## src/rtl/pulse_stretcher_pkg.sv

```systemverilog
// Shared definitions for output-side I/O blocks: channel state encodings
// and small elaboration-time helpers.
package pulse_stretcher_pkg;

  localparam logic [1:0] ST_IDLE = 2'd0;
  localparam logic [1:0] ST_HOLD = 2'd1;
  localparam logic [1:0] ST_GAP  = 2'd2;

  typedef enum logic [1:0] {
    IDLE = ST_IDLE,
    HOLD = ST_HOLD,
    GAP  = ST_GAP
  } ps_state_t;

  // Larger of two cycle counts; sizes a counter shared by HOLD and GAP.
  function automatic int max_int(input int a, input int b);
    return (a > b) ? a : b;
  endfunction

endpackage

```

## src/rtl/pulse_stretcher_channel.sv

```systemverilog
// One stretcher channel: rising-edge detect, HOLD/GAP timing FSM and a
// saturating queue of events that arrive while the channel is busy.
module pulse_stretcher_channel
  import pulse_stretcher_pkg::*;
#(
  parameter int HOLD_CNT_MAX   = 6250000,
  parameter int GAP_CNT_MAX    = 6250000,
  parameter int PEND_MAX       = 3,
  parameter int HOLD_CNT_WIDTH = $clog2(max_int(HOLD_CNT_MAX, GAP_CNT_MAX)) + 1,
  parameter int PEND_CNT_WIDTH = $clog2(PEND_MAX) + 1
) (
  input  logic clk,
  input  logic rst,
  input  logic trigger,
  output logic stretched,
  output logic busy,
  output logic dropped
);

  localparam int CW = HOLD_CNT_WIDTH;
  localparam int PW = PEND_CNT_WIDTH;

  ps_state_t       state, state_nxt;
  logic [CW-1:0]   cnt, cnt_nxt;
  logic [PW-1:0]   pend, pend_nxt;
  logic            trig_prev;
  logic            rise;
  logic            hold_done;
  logic            gap_done;
  logic            drop_nxt;

  assign rise      = trigger & ~trig_prev;
  assign hold_done = (cnt == CW'(HOLD_CNT_MAX - 1));
  assign gap_done  = (cnt == CW'(GAP_CNT_MAX - 1));

  always_comb begin
    state_nxt = state;
    cnt_nxt   = cnt;
    pend_nxt  = pend;
    drop_nxt  = 1'b0;

    case (state)
      IDLE: begin
        if (rise) begin
          state_nxt = HOLD;
          cnt_nxt   = '0;
        end
      end
      HOLD: begin
        if (hold_done) begin
          state_nxt = GAP;
          cnt_nxt   = '0;
        end else begin
          cnt_nxt = cnt + 1'b1;
        end
      end
      GAP: begin
        if (gap_done) begin
          cnt_nxt = '0;
          // A fresh edge on the final gap cycle is consumed directly and
          // leaves the queue untouched.
          if (rise) begin
            state_nxt = HOLD;
          end else if (pend != '0) begin
            state_nxt = HOLD;
            pend_nxt  = pend - 1'b1;
          end else begin
            state_nxt = IDLE;
          end
        end else begin
          cnt_nxt = cnt + 1'b1;
        end
      end
      default: begin
        state_nxt = IDLE;
        cnt_nxt   = '0;
      end
    endcase

    if (rise && ((state == HOLD) || ((state == GAP) && !gap_done))) begin
      if (pend == PW'(PEND_MAX)) begin
        drop_nxt = 1'b1;
      end else begin
        pend_nxt = pend + 1'b1;
      end
    end
  end

  always_ff @(posedge clk) begin
    if (rst) begin
      state     <= IDLE;
      cnt       <= '0;
      pend      <= '0;
      trig_prev <= 1'b0;
      stretched <= 1'b0;
      busy      <= 1'b0;
      dropped   <= 1'b0;
    end else begin
      state     <= state_nxt;
      cnt       <= cnt_nxt;
      pend      <= pend_nxt;
      trig_prev <= trigger;
      // Outputs follow the next state so they line up with it cycle-exactly.
      stretched <= (state_nxt == HOLD);
      busy      <= (state_nxt != IDLE) || (pend_nxt != '0);
      dropped   <= drop_nxt;
    end
  end

endmodule

```

## src/rtl/pulse_stretcher.sv

```systemverilog
// Multi-channel pulse stretcher: WIDTH independent channels that turn short
// internal events into pulses of fixed high time and minimum low gap.
module pulse_stretcher
  import pulse_stretcher_pkg::*;
#(
  parameter int WIDTH          = 1,
  parameter int HOLD_CNT_MAX   = 6250000,
  parameter int GAP_CNT_MAX    = 6250000,
  parameter int PEND_MAX       = 3,
  parameter int HOLD_CNT_WIDTH = $clog2(max_int(HOLD_CNT_MAX, GAP_CNT_MAX)) + 1,
  parameter int PEND_CNT_WIDTH = $clog2(PEND_MAX) + 1
) (
  input  logic             clk,
  input  logic             rst,
  input  logic [WIDTH-1:0] trigger,
  output logic [WIDTH-1:0] stretched,
  output logic [WIDTH-1:0] busy,
  output logic [WIDTH-1:0] dropped
);

  for (genvar i = 0; i < WIDTH; i++) begin : g_ch
    pulse_stretcher_channel #(
      .HOLD_CNT_MAX  (HOLD_CNT_MAX),
      .GAP_CNT_MAX   (GAP_CNT_MAX),
      .PEND_MAX      (PEND_MAX),
      .HOLD_CNT_WIDTH(HOLD_CNT_WIDTH),
      .PEND_CNT_WIDTH(PEND_CNT_WIDTH)
    ) u_ch (
      .clk      (clk),
      .rst      (rst),
      .trigger  (trigger[i]),
      .stretched(stretched[i]),
      .busy     (busy[i]),
      .dropped  (dropped[i])
    );
  end

endmodule
```

## config.mk

```make
export PLATFORM = sky130hd
export DESIGN_NAME = pulse_stretcher
export DESIGN_NICKNAME = d
export VERILOG_FILES = /design/src/rtl/pulse_stretcher_pkg.sv /design/src/rtl/pulse_stretcher_channel.sv /design/src/rtl/pulse_stretcher.sv
export SDC_FILE = /design/constraint.sdc
export NUM_CORES = 1
export LEC_CHECK = 0
export ABC_AREA = 1
export BUFFER_PORTS_ARGS = -buffer_cell sky130_fd_sc_hd__buf_4
export CORE_UTILIZATION = 65
export DETAILED_ROUTE_END_ITERATION = 10
export PLACE_DENSITY = 0.81
export SLEW_MARGIN = 20
export SYNTH_ARGS = -nofsm -noshare
export SYNTH_HDL_FRONTEND = slang
export SYNTH_SLANG_ARGS = --single-unit
```

## constraint.sdc

```tcl
create_clock -name clk -period 3 [get_ports clk]
set_clock_uncertainty 0.1 [all_clocks]
set_input_delay 0.15 -clock clk [delete_from_list [all_inputs] [get_ports clk]]
set_output_delay 0.15 -clock clk [all_outputs]
set_load 0.005 [all_outputs]
```

Word level (Yosys, flattened, before mapping)
Index checks and enable logic that the tools add are counted.
Storage, ports and cells
  flip-flop bits (word level): 33
  input port bits: 3
  word-level logic and storage cells: 46
Operators by class
  add/subtract/negate cells: 3
  equal/unequal tests: 6
  multiplexer cells: 16
  bitwise logic cells: 3
  reduce and logical (&&, ||, !) cells: 11
Operators by type and width (number)
  2-to-1 mux 24 bit: 2
  one-hot mux 24 bit (2 select lines): 1
  adder 24 x 1 -> 24 bit, second input constant: 1
  == test 24 x 23 -> 1 bit, second input constant: 1
  2-to-1 mux 3 bit: 6
  2-to-1 mux 2 bit: 4
  one-hot mux 2 bit (3 select lines): 1
  nonzero test 3 bit: 2
  == test 2 x 1 -> 1 bit, second input constant: 2
  OR reduction 2 bit: 2
  adder 3 x 1 -> 3 bit, second input constant: 1
  == test 3 x 2 -> 1 bit, second input constant: 1
  subtractor 3 x 1 -> 3 bit, second input constant: 1
  == test 2 bit, second input constant: 1
  logical AND 1 bit: 2
  logical NOT 2 bit: 1
  logical OR 1 bit: 2
  2-to-1 mux 1 bit: 2
  != test 2 x 1 -> 1 bit, second input constant: 1
  NOT 1 bit: 2
  nonzero test 2 bit: 1
  bitwise AND 1 bit: 1
  logical NOT 1 bit: 1

Longest topological paths before layout
  depth in word-level cells: 9
  depth in mapped cells: 14

Worst setup path before layout
OpenSTA, ideal clock, no wires.
  path type: register -> register
  start: register g_ch[0].u_ch.state[0]
  end: register g_ch[0].u_ch.cnt[23]
  arrival time: 1.512 ns
  data required time: 2.781 ns
  setup slack: 1.269 ns
  stages on the path, launching flop included: 13
  clock period less this slack: 1.731 ns
  path through: dfxtp_1 inv_1 ha_1 inv_1 nor2_1 nor2_2 nand2_2 nor2_4 nand2_2 clkinv_1 nand3_2 o21ai_0 a21oi_1
Between the ends
  longest elaborated chain between the ends: 3
  elaborated cells on any way between the ends: 6
  those cells by class: eq/ne: 3; mux: 1; reduce/logical: 2
RTL lines
  start: declaration: RTL line pulse_stretcher_channel.sv:23  | ps_state_t state, state_nxt;
  start signal: assignment: RTL line pulse_stretcher_channel.sv:99  | state <= state_nxt;
  == test 2 bit / == test 2 x 1 -> 1 bit (equally long branches): RTL line pulse_stretcher_channel.sv:42  | case (state)
  OR reduction 2 bit (no source line)
  one-hot mux 24 bit (2 select lines): RTL line pulse_stretcher_channel.sv:42
  end signal: assignment: RTL line pulse_stretcher_channel.sv:100  | cnt <= cnt_nxt;
  end: declaration: RTL line pulse_stretcher_channel.sv:24  | logic [CW-1:0] cnt, cnt_nxt;
Parallel ways exist; a longest one is shown, timed or not.
A chain may end at the register's enable or synchronous reset.

Worst setup path in the final report
Same ends and word-level chain as after synthesis.

==> key figures <==
Floorplanning
  – Ports: 6
  – Starting Density: 0.711
  – Die X: roughly 58 µm
  – Die Span Y: between 50 and 60 µm
  – Die Area: roughly 0.0034 mm²
  – Num rows: 19
  – Core Region: roughly 0.0029 mm²

Logic synthesis
  – Dominant cells by area after synthesis: dfxtp_1 32%, nand2_1 14%, nor2_1 7.7%, inv_1 5.9%, ha_1 4.9%
  – Count leader, synth: nand2_1
  – Post-Syn Area: between 0.002 and 0.0025 mm²
  – Unique cell type count in the Yosys netlist: 29
  – Commonest cells in the netlist: 75 x nand2_1, 42 x nor2_1, 33 x dfxtp_1, 32 x inv_1, 16 x nand3_1
  – Ys Warns: 0
  – Yosys top cell by area: dfxtp_1
  – Sequential area share after synthesis: 0.323
  – FFs w/ async S/R, synth: 0
  – Syn_nets: about 320
  – Synth top area share: 0.323
  – EDFF count, synth: 0
  – Number of synthesized register bits: 33
  – Top_reg_cell synth: dfxtp_1
  – Avg Cell Area, Syn: approximately 6.6 µm²
  – Synth Instances: 310

Place
  – HPWL Detailed: around 3300 µm
  – PortBufs: 5
  – Post-place setup slack: 0.876 ns
  – Global placement routability congestion: approximately 0.9

Min path
  – Hold crit path type: reg2reg

Worst setup path
  – CP top delay family: simple AND/OR/NAND/NOR gates
  – Worst setup path category: reg2reg
  – Crit-path cells: inv_1 -> ha_1 -> inv_1 -> nor2_1 -> buf_4 -> nor2_2 -> nand2_2 -> nor2_4 -> nand2_2 -> clkinv_1 -> nand3_2 -> o21ai_0 -> a21oi_1
  – Worst Path Max Fanout: 12
  – Critical Path AT: 2.32 ns
  – WP buf/inv: 4
  – Critical Path Slowest Stage Cell: dfxtp_1
  – Worst setup EP type: flip-flop
  – Req. time, crit path: 3.15 ns
  – Crit start category: flip-flop
  – Slowest stage delay, CP: roughly 0.43 ns

CTS
  – CTS Root Buffer Type: clkbuf_4
  – Clock-pin slew on the worst setup and hold paths: ~0.11 ns
  – CTS tree: done
  – Max Buffers Root-to-Sink: 2
  – Clock sink count: 33
  – CTS Buf Count: 5
  – Cts repair resizes: 0
  – Hold_buf cts: 3
  – Depth of the CTS H-tree: 2
  – Post-CTS Setup Repair Bufs: 0
  – Clk Latency, worst-skew pair: around 0.35 ns

Drt
  – TritonRoute pass-1 iters: 5
  – Final wirelength: between 4000 and 5000 µm
  – Via count: roughly 1,900
  – Starting DRT DRC Count: between 100 and 150
  – WL/cell: roughly 12 µm
  – ANT nets after route: 0
  – Vias per inst: 5.30
  – DRC: 0

Power and ir drop
  – Pwr/cell area: between 300 and 400 mW/mm²
  – Final Total Pwr: slightly below 0.8 mW
  – Gate power share: 0.127
  – Switching share of power: 0.282
  – Sequential share of power: 0.570
  – Max IR drop VDD: 0.000310 V
  – Psw: between 0.2 and 0.25 mW
  – Clock power frac: 0.303
  – LEAKAGE: approximately 0.89 nW
  – P_int: around 0.57 mW

STA
  – Unrepaired setup endpoints after global routing: no
  – Setup-failing EPs final: 0
  – Fin worst setup slack: around 0.83 ns
  – FMAX: around 460 MHz
  – Pins Over Slew Limit: 0
  – Max transition margin: 0.792
  – Setup TNS Final: 0 ns
  – Final cycle utilization of the critical path: 0.723
  – Final Hold Viols: 0
  – Tmin final: around 2.2 ns
  – Worst Tran Pin Value: ~0.31 ns

Global routing
  – Gr ovfl total: 0
  – First-pass GRT wire length: 7510 µm
  – Initial antenna violation count: 0
  – GR Util met3: 0.0513
  – Total GRT Usage: 0.290
  – Met2 usage in global routing: 0.468
  – Met1 GRT Util: 0.393
  – Pin count of the biggest net entering global routing: 15
  – GR peak layer: met2
  – Vias in the first global route: about 1,800

Cells and area
  – Fillers: 245
  – Fin nets: 334
  – FF/Latch Area: approximately 660 µm²
  – Fin util: 0.768
  – Area of the multi-input gates: around 0.0012 mm²
  – Layout cells sized above 1: 0.167
  – Syn-to-layout area delta: 8.01%
  – Antenna Cells: 0

Outcome
  – Status: finished clean

Flow run
  – Max-cap violations: 0
-- worst reg2reg max path, cell delays in order, from the launching register on --
cell,delay [ns]
dfxtp_1,0.43
inv_1,0.10
ha_1,0.22
inv_1,0.05
nor2_1,0.04
buf_4,0.18
nor2_2,0.22
nand2_2,0.12
nor2_4,0.11
nand2_2,0.11
clkinv_1,0.10
nand3_2,0.07
o21ai_0,0.17
a21oi_1,0.05
-- cell usage in the layout (no fill, tap or decap) --
cell | netlist | final
a21oi_1 | 15 | 15
o211a_1 | 1 | 1
nor3b_1 | 2 | 2
o21ai_1 | 4 | 4
inv_1 | 32 | 32
nand3_2 | 6 | 6
inv_2 | 13 | 13
xor2_1 | 5 | 5
clkbuf_1 | 2 | 1
a31oi_1 | 1 | 1
nor2_1 | 42 | 42
clkinv_2 | 0 | 2
nand2_2 | 6 | 6
o21ai_0 | 6 | 6
nor3_1 | 12 | 12
clkinv_1 | 2 | 2
dlygate4sd3_1 | 0 | 3
nor3_2 | 1 | 1
buf_4 | 1 | 6
nor2_4 | 5 | 5
nand3_1 | 16 | 16
nand4_1 | 6 | 6
nand2_4 | 1 | 1
or2_2 | 1 | 1
nor2_2 | 8 | 8
o21a_1 | 3 | 3
dfxtp_1 | 33 | 33
nand2_1 | 75 | 75
ha_1 | 8 | 8
clkbuf_4 | 0 | 5
nand3b_1 | 1 | 1
a211oi_1 | 2 | 2
-- power groups by stage --
stage / combinational [mW] / sequential (mW) / clock [mW]
3_3_place_gp: 0.0946 / 0.463 / 0
5_1_grt: 0.115 / 0.454 / 0.266
3_5_place_dp: 0.0966 / 0.463 / 0
4_1_cts: 0.100 / 0.453 / 0.245
2_1_floorplan: 0.0713 / 0.463 / 0
6_report: 0.101 / 0.453 / 0.241
-- layout make-up --
class / instances / share of cell area
clock buffer: 6 / 0.0187
sequential: 33 / 0.299
multi-input combinational: 227 / 0.540
clock inverter: 2 / 0.00453
timing repair buffer: 9 / 0.0340
tap: 42 / 0.0238
inverter: 47 / 0.0798
-- routing by layer --
layer,up-vias,wire [µm]
li1,1000,-
met1,862,2060
met2,69,1920
met3,7,304
met4,0,61
met5,-,0
-- cells by family after synthesis --
family	after synthesis	synth area share
buffers and inverters	50	0.0936
flip-flops	33	0.323
AO/OA/AOI/OAI	32	0.0875
XOR/XNOR	5	0.0214
AND/OR/NAND/NOR	182	0.426
adder cells (fa/ha/maj)	8	0.0489
-- metrics by stage --
stage | hold slack, ns | cells | area, µm²
after floorplan | 0.126 | 310 | 2050
after global placement | 0.272 | 355 | 2130
after detailed placement | 0.283 | 355 | 2130
after CTS | 0.376 | 366 | 2210
after global routing | 0.413 | 366 | 2210
final | 0.369 | 366 | 2210
-- flip-flops by register name (all words and copies together) (netlist names) --
register	flops
g_ch.u_ch.dropped	1
g_ch.u_ch.busy	1
g_ch.u_ch.stretched	1
g_ch.u_ch.cnt	24
g_ch.u_ch.pend	3
g_ch.u_ch.trig_prev	1
g_ch.u_ch.state	2
-- final timing paths --
check | startpoint | slack [ns] | end | cells past startpoint
worst min register to register | g_ch[0].u_ch.cnt[17] | 0.37 | g_ch[0].u_ch.cnt[17] | 1
worst min-delay path | g_ch[0].u_ch.cnt[17] | 0.37 | g_ch[0].u_ch.cnt[17] | 1
worst max-delay path | g_ch[0].u_ch.state[0] | 0.83 | g_ch[0].u_ch.cnt[23] | 13
worst max register to register | g_ch[0].u_ch.state[0] | 0.83 | g_ch[0].u_ch.cnt[23] | 13
No activity file was read; power rests on OpenSTA's default activity.
